File: config.mk
export PLATFORM = sky130hd
export DESIGN_NAME = od_datapath
export DESIGN_NICKNAME = d
export VERILOG_FILES = /design/src/rtl/od_datapath.sv
export SDC_FILE = /design/constraint.sdc
export NUM_CORES = 2
export LEC_CHECK = 0
export CAP_MARGIN = 20
export CORE_MARGIN = 3
export CORE_UTILIZATION = 50
export DETAILED_ROUTE_END_ITERATION = 7
export DONT_BUFFER_PORTS = 1
export GPL_ROUTABILITY_DRIVEN = 0
export PLACE_DENSITY = 0.64
export SYNTH_ARGS = -nofsm -noshare
export SYNTH_HDL_FRONTEND = slang
export SYNTH_SLANG_ARGS = --single-unit
File: constraint.sdc
create_clock -name clk -period 6.5 [get_ports clk]
set_input_delay 0.975 -clock clk [delete_from_list [all_inputs] [get_ports clk]]
set_output_delay 0.975 -clock clk [all_outputs]
set_load 0.02 [all_outputs]
File: src/rtl/od_datapath.sv
`default_nettype none
// ============================================================================
// Module   : od_datapath
// Brief    : Multi-cycle RV32I integer datapath (PC, IR, register file,
//            A/B/F latches, ALU) driven by external control-unit strobes.
// Revision : 1.0
// ============================================================================
module od_datapath #(
    parameter logic [31:0] RESET_PC = 32'h0000_0000,
    parameter int          PC_STEP  = 4
) (
    input  logic        clk,
    input  logic        rst,
    output logic [31:0] inst_addr,
    input  logic [31:0] inst_rdata,
    input  logic        PC_Write,
    input  logic        IR_Write,
    input  logic        Reg_Write,
    input  logic        rs2_imm_s,
    input  logic        w_data_s,
    input  logic [3:0]  ALU_OP,
    output logic [6:0]  opcode,
    output logic [2:0]  funct3,
    output logic [6:0]  funct7,
    output logic [31:0] alu_f,
    output logic [3:0]  flags
);

    localparam logic [3:0] c_ALU_ADD  = 4'b0000;
    localparam logic [3:0] c_ALU_SUB  = 4'b1000;
    localparam logic [3:0] c_ALU_SLL  = 4'b0001;
    localparam logic [3:0] c_ALU_SLT  = 4'b0010;
    localparam logic [3:0] c_ALU_SLTU = 4'b0011;
    localparam logic [3:0] c_ALU_XOR  = 4'b0100;
    localparam logic [3:0] c_ALU_SRL  = 4'b0101;
    localparam logic [3:0] c_ALU_SRA  = 4'b1101;
    localparam logic [3:0] c_ALU_OR   = 4'b0110;
    localparam logic [3:0] c_ALU_AND  = 4'b0111;
    localparam logic [31:0] c_PC_STEP = 32'(PC_STEP);

    logic [31:0] r_pc;
    logic [31:0] r_ir;
    logic [31:0] r_a;
    logic [31:0] r_b;
    logic [31:0] r_f;
    logic [3:0]  r_flags;
    logic [31:0] r_regs [32];

    logic [4:0]  w_rs1;
    logic [4:0]  w_rs2;
    logic [4:0]  w_rd;
    logic [31:0] w_imm_i;
    logic [31:0] w_imm_u;
    logic [31:0] w_x;
    logic [31:0] w_y;
    logic [32:0] w_sum;
    logic [32:0] w_diff;
    logic [31:0] w_res;
    logic        w_cf;
    logic        w_of;
    logic [31:0] w_wb_data;
    logic [31:0] w_rs1_val;
    logic [31:0] w_rs2_val;

    assign w_rs1   = r_ir[19:15];
    assign w_rs2   = r_ir[24:20];
    assign w_rd    = r_ir[11:7];
    assign w_imm_i = {{20{r_ir[31]}}, r_ir[31:20]};
    assign w_imm_u = {r_ir[31:12], 12'b0};

    assign inst_addr = r_pc;
    assign opcode    = r_ir[6:0];
    assign funct3    = r_ir[14:12];
    assign funct7    = r_ir[31:25];
    assign alu_f     = r_f;
    assign flags     = r_flags;

    // x0 is forced to zero on read so it never depends on storage contents
    assign w_rs1_val = (w_rs1 == 5'd0) ? 32'h0 : r_regs[w_rs1];
    assign w_rs2_val = (w_rs2 == 5'd0) ? 32'h0 : r_regs[w_rs2];

    assign w_x    = r_a;
    assign w_y    = rs2_imm_s ? w_imm_i : r_b;
    assign w_sum  = {1'b0, w_x} + {1'b0, w_y};
    assign w_diff = {1'b0, w_x} - {1'b0, w_y};

    assign w_wb_data = w_data_s ? w_imm_u : r_f;

    always_comb begin
        w_res = w_sum[31:0];
        w_cf  = w_sum[32];
        w_of  = (w_x[31] == w_y[31]) && (w_sum[31] != w_x[31]);
        case (ALU_OP)
            c_ALU_ADD: ;
            c_ALU_SUB: begin
                // bit 32 of the 33-bit difference is the unsigned borrow
                w_res = w_diff[31:0];
                w_cf  = w_diff[32];
                w_of  = (w_x[31] != w_y[31]) && (w_diff[31] != w_x[31]);
            end
            c_ALU_SLL: begin
                w_res = w_x << w_y[4:0];
                w_cf  = 1'b0;
                w_of  = 1'b0;
            end
            c_ALU_SLT: begin
                w_res = {31'b0, ($signed(w_x) < $signed(w_y))};
                w_cf  = 1'b0;
                w_of  = 1'b0;
            end
            c_ALU_SLTU: begin
                w_res = {31'b0, (w_x < w_y)};
                w_cf  = 1'b0;
                w_of  = 1'b0;
            end
            c_ALU_XOR: begin
                w_res = w_x ^ w_y;
                w_cf  = 1'b0;
                w_of  = 1'b0;
            end
            c_ALU_SRL: begin
                w_res = w_x >> w_y[4:0];
                w_cf  = 1'b0;
                w_of  = 1'b0;
            end
            c_ALU_SRA: begin
                w_res = $unsigned($signed(w_x) >>> w_y[4:0]);
                w_cf  = 1'b0;
                w_of  = 1'b0;
            end
            c_ALU_OR: begin
                w_res = w_x | w_y;
                w_cf  = 1'b0;
                w_of  = 1'b0;
            end
            c_ALU_AND: begin
                w_res = w_x & w_y;
                w_cf  = 1'b0;
                w_of  = 1'b0;
            end
            default: ;
        endcase
    end

    always_ff @(posedge clk or negedge rst) begin
        if (!rst) begin
            r_pc    <= RESET_PC;
            r_ir    <= 32'h0;
            r_a     <= 32'h0;
            r_b     <= 32'h0;
            r_f     <= 32'h0;
            r_flags <= 4'h0;
            for (int i = 0; i < 32; i++) begin
                r_regs[i] <= 32'h0;
            end
        end else begin
            if (PC_Write) begin
                r_pc <= r_pc + c_PC_STEP;
            end
            if (IR_Write) begin
                r_ir <= inst_rdata;
            end
            // A/B sample the pre-edge register file, giving read-before-write
            r_a     <= w_rs1_val;
            r_b     <= w_rs2_val;
            r_f     <= w_res;
            r_flags <= {(w_res == 32'h0), w_res[31], w_cf, w_of};
            if (Reg_Write && (w_rd != 5'd0)) begin
                r_regs[w_rd] <= w_wb_data;
            end
        end
    end

endmodule
`default_nettype wire

Yosys cells after proc, flatten, opt, wreduce, memory -nomap -nowiden
Index checks and enable logic that the tools add are counted.
- register bits: 1188
- output and inout bits: 85
- logic and storage cells: 94
- $add $sub $neg: 3
- $lt $le $gt $ge: 6
- eq/ne operators: 13
- shifts and indexed selects: 3
- mux-type cells: 16
- bitwise gates (word level): 6
- reduce and logical (&&, ||, !) cells: 9
- operator list (operator ; count):
    $bwmux 1024 ; 1
    $bmux 32 s5 ; 2
    $mux 32 ; 9
    $pmux 32 s9 ; 1
    $demux 32 s5 ; 1
    $lt 32x32->1 ; 2
    $add 32x32->33 ; 1
    $sub 32x32->33 ; 1
    $add 32x3->32 const B ; 1
    $and 32x32->32 ; 1
    $logic_not 32->1 ; 1
    $or 32x32->32 ; 1
    $shl 32x5->32 ; 1
    $shr 32x5->32 ; 1
    $sshr 32x5->32 ; 1
    $xor 32x32->32 ; 1
    $ge 6x6->1 const B ; 3
    $not 5->6 ; 3
    $eq 4x3->1 const B ; 4
    $logic_not 5->1 ; 2
    $eq 4x2->1 const B ; 2
    $eq 4x4->1 const B ; 2
    $reduce_or 8->1 ; 1
    $lt 6x1->1 const B ; 1
    6 further kinds ; 12

Longest topological paths before layout
- depth after elaboration: 6
- mapped depth: 21
- mapped depth without buffers: 17

Worst setup path after synthesis
No wires, ideal clock.
- path kind: input to register
- from: input port rs2_imm_s
- to: register r_flags[3], in the netlist flags[3]
- setup time: 95 ps
- arrival: 5669 ps
- required time: 6405 ps
- slack: 736 ps
- cell stages on the path: 20
- buffers on the path: 6
- cell sequence: buf_4 -> mux2i_1 -> clkbuf_1 -> clkbuf_1 -> clkbuf_1 -> clkbuf_1 -> ha_1 -> buf_2 -> and3_1 -> a221o_1 -> a21oi_1 -> o211ai_1 -> a21o_1 -> a221o_1 -> a211o_1 -> a2111o_1 -> or4_1 -> nor4_2 -> nand2_1 -> nor4b_2
- cells in the longest elaborated chain, start to end: 4
- elaborated cells on any way between the ends: 13
- ends and longest elaborated chain (what ; line ; source):
    start, declared ; 19 ; input logic rs2_imm_s,
    $mux 32 (*) ; 83 ; assign w_y = rs2_imm_s ? w_imm_i : r_b;
    $add 32x32->33, or another cell as far along ; 84 ; assign w_sum = {1'b0, w_x} + {1'b0, w_y};
    $pmux 32 s9 (*) ; 93 ; case (ALU_OP)
    net w_res[18] ; 58 ; logic [31:0] w_res;
    $logic_not 32->1 (*) ; 167 ; r_flags <= {(w_res == 32'h0), w_res[31], w_cf, w_of};
    end signal, assigned ; 167 ;
    end, declared ; 46 ; logic [3:0] r_flags;
Mark *: on every way through the listed nets, which the timed path passes. The rest lies on a longest branch.
A chain may end at the register's enable or synchronous reset.

Worst setup path after layout
- from: register r_ir[31]
- to: register r_flags[3], in the netlist flags[3]
- cells in the longest elaborated chain, start to end: 4
- elaborated cells on any way between the ends: 10
- ends and longest elaborated chain (what ; line ; source):
    start, declared ; 42 ; logic [31:0] r_ir;
    start signal, assigned ; 161 ; r_ir <= inst_rdata;
    $mux 32 (*) ; 83 ;
    $add 32x32->33, or another cell as far along ; 84 ;
    $pmux 32 s9 (*) ; 93 ;
    net w_res[21] ; 58 ;
    $logic_not 32->1 (*) ; 167 ;
Marked as above.

==> impl_metrics.csv <==
group,metric,value,unit
clock_tree,ctsHoldBuffers,2,
final_layout,nets,5945,
timing,finalSetupViolCount,0,
final_layout,multi_input_area,0.0347,mm^2
die,die_y,372,um
drt,vias_per_cell,6.73,
final_layout,fill_cells,11200,
logic_synthesis,yosys_register_bits,1185,
placed_design,io_buffer_count,0,
logic_synthesis,synthSimpleGateAreaFrac,10.1,%
drt,ant_nets,0,
timing,slew_violations,0,
worst_hold_path,hp-class,"input pin to async pin",
timing,tns,0,ns
logic_synthesis,synth_top_family_by_area,"multiplexers",
logic_synthesis,synthesis.area,0.0670,mm^2
global_route,grt_usage,32.8,%
global_route,grt_pass1_vias,50200,
logic_synthesis,synth_cell_types,93,
logic_synthesis,synthCells,6190,
power,p_per_area,403,mW/mm^2
drt,post-route-drc-count,17,
clock_tree,cts_resized,0,
timing,hold_viol_final,0,
logic_synthesis,synth_edf_count,0,
logic_synthesis,synth_fa_ha_area_share,1.98,%
clock_tree,ctsHtreeMaxLevel,4,
final_layout,final_cell_mix,"dfrtp_1, nand2_1, o21ai_0",
clock_tree,numCtsBuffers,132,
outcome,status,"finished, violations left",
drt,wl_per_cell,29.5,um
drt,wl,225,mm
flow_run,max_cap_viol_count,0,
timing,post-route-period-util,90.4,%
timing,rsz0062_at_grt,"false",
drt,first_iter_violations,6729,
timing,slew_headroom,5.48,%
final_layout,seq_area,0.0297,mm^2
logic_synthesis,avgSynthCellArea,10.8,um^2
clock_tree,cts_root_buf,"clkbuf_16",
global_route,gr-total-overflow,0,
worst_setup_path,crit_fanout,15,
global_route,grt_start_max_net_pins,264,
final_layout,final_common_cell,"dfrtp_1",
power,p_leak,31.1,nW
die,coreArea,0.132,mm^2
die,die_area,0.138,mm^2
timing,setup_ws,0.624,ns
final_layout,drive_gt1_share,18.0,%
global_route,grt_pass1_wl,335,mm
clock_tree,cts_tree,"built",
worst_setup_path,cp-end-kind,"flop",
clock_tree,clock_sink_count,1185,
clock_tree,cts_setup_buffers,0,
worst_setup_path,crit_type,"flop to flop",
worst_setup_path,startpoint_type,"flop",
placed_design,hpwl,130,mm
timing,fmax,0.170,GHz
clock_tree,clockBufferDepth,3,
worst_setup_path,cp.required,7.20,ns
power,peakVddDrop,0.279,mV
logic_synthesis,synth_compound_area_share,13.4,%
logic_synthesis,muxShareOfSynthArea,25.2,%
die,start_util,50.6,%
logic_synthesis,yosysSeqAreaShare,44.3,%
logic_synthesis,ys_warn_count,0,
worst_setup_path,arrival,6.58,ns
drt,drt-pass1-iter-count,8,
die,io_pins,128,
outcome,violations,"DRC",
die,die_w,372,um
clock_tree,clk_latency,0.80,ns
logic_synthesis,ys.flop_type,"dfrtp_1",
final_layout,area_delta_synth_final,8.15,%
timing,min_period,5.88,ns
placed_design,pre_cts_ws,0.663,ns
timing,hold_ws,0.101,ns
clock_tree,cts.reportedPaths.clkPinSlew,0.06,ns
die,num_rows,133,
logic_synthesis,synth-xor-area-share,0.654,%
logic_synthesis,async_reset_ff_share,100,%
global_route,antenna_found_initial,7,
timing,worst_pin_slew,1.42,ns
timing,fin_skew,0.0427,ns
drt,num_vias,51500,
power,finalPower,29.2,mW
stage by stage:
stage                     utilization [%]  cell area, um^2  instances
after CTS                            54.6            72200       7636
after floorplan                         -            67000       6191
after detailed placement             51.3            67900       7405
final                                54.8            72400       7650
after global routing                 54.8            72400       7649
after global placement               51.3            67900       7405
critical path, stage by stage (launching register included):
cell	delay [ns]
dfrtp_1	0.78
and2_1	0.66
a21oi_1	0.17
ha_1	0.54
a21oi_1	0.36
nand4_1	0.12
nor4b_1	0.80
or3b_2	0.30
o21ai_2	0.08
a221o_1	0.37
a211o_1	0.31
or4_1	0.56
nor4_2	0.35
nand2_1	0.14
nor4b_2	0.22
registers in the layout (all words and copies together), names as in the netlist:
register   cells
flags          4
r_a           32
r_ir          32
alu_f         31
inst_addr     30
r_regs      1024
r_b           32
metal layers:
metal | share of wire [%] | GRT usage (%) | wire length, um | up-vias
met3 | 11 | 8.58 | 24400 | 747
met4 | 6.2 | 17.6 | 14000 | 2
met2 | 44 | 47.9 | 98900 | 2984
met5 | 0.0058 | 0 | 13 | -
li1 | - | - | - | 21700
met1 | 39 | 45.1 | 88100 | 26000
final cells by class:
cell class | instances | share of cell area [%]
timing repair buffer | 93 | 1.44
clock inverter | 38 | 0.677
clock buffer | 191 | 5.26
sequential | 1185 | 41.0
tap | 1755 | 3.03
inverter | 121 | 0.630
multi-input combinational | 4264 | 48.0
antenna | 3 | 0.0104
power breakdown:
part	switching, mW	internal, mW
registers	2.33	9.47
logic	5.48	4.32
clock network	3.16	4.40
total	11.0	18.2
synth_stat cells, types with 17 or more instances:
| cell type | count | area share [%] |
|---|---|---|
| nand3_1 | 44 | 0.33 |
| mux2i_1 | 194 | 2.9 |
| mux4_2 | 642 | 22 |
| mux2_2 | 36 | 0.61 |
| buf_1 | 78 | 0.44 |
| o21ai_0 | 1094 | 8.2 |
| buf_2 | 28 | 0.21 |
| nand4_1 | 28 | 0.26 |
| a31oi_1 | 19 | 0.18 |
| a221oi_1 | 20 | 0.26 |
| dfrtp_1 | 1185 | 44 |
| a22o_1 | 17 | 0.22 |
| a22oi_1 | 59 | 0.66 |
| a21o_1 | 21 | 0.24 |
| xnor2_1 | 40 | 0.52 |
| o211ai_1 | 17 | 0.19 |
| a211oi_1 | 24 | 0.27 |
| nand2_1 | 1187 | 6.7 |
| clkbuf_1 | 487 | 2.7 |
| ha_1 | 103 | 1.9 |
| nand2b_1 | 22 | 0.21 |
| inv_1 | 118 | 0.66 |
| and3_1 | 23 | 0.21 |
| a21oi_1 | 146 | 1.1 |
| o31ai_1 | 17 | 0.19 |
| nor3_1 | 43 | 0.32 |
| o22ai_1 | 30 | 0.28 |
| buf_4 | 22 | 0.25 |
| nor2_1 | 209 | 1.2 |
kinds of logic after synthesis:
logic type	after synthesis
and+or+nand+nor	1647
AOI/OAI and AO/OA	1585
DFF	1185
muxes	875
buffers and inverters	742
adders and majority gates	105
xor gates and xnor gates	50
other	1
path summary, 6_finish.rpt:
kind	from	slack, ns	to	cells past startpoint
setup / recovery	r_ir[31]	0.62	flags[3]	14
hold / removal	rst	0.10	r_regs[692]	1
setup reg to reg	r_ir[31]	0.62	flags[3]	14
hold reg to reg	r_regs[1023]	0.39	r_regs[1023]	0
max in group asynchronous	rst	3.93	r_ir[17]	4
min in group clk	PC_Write	0.28	inst_addr[2]	1
No activity file was read; power rests on OpenSTA's default activity.
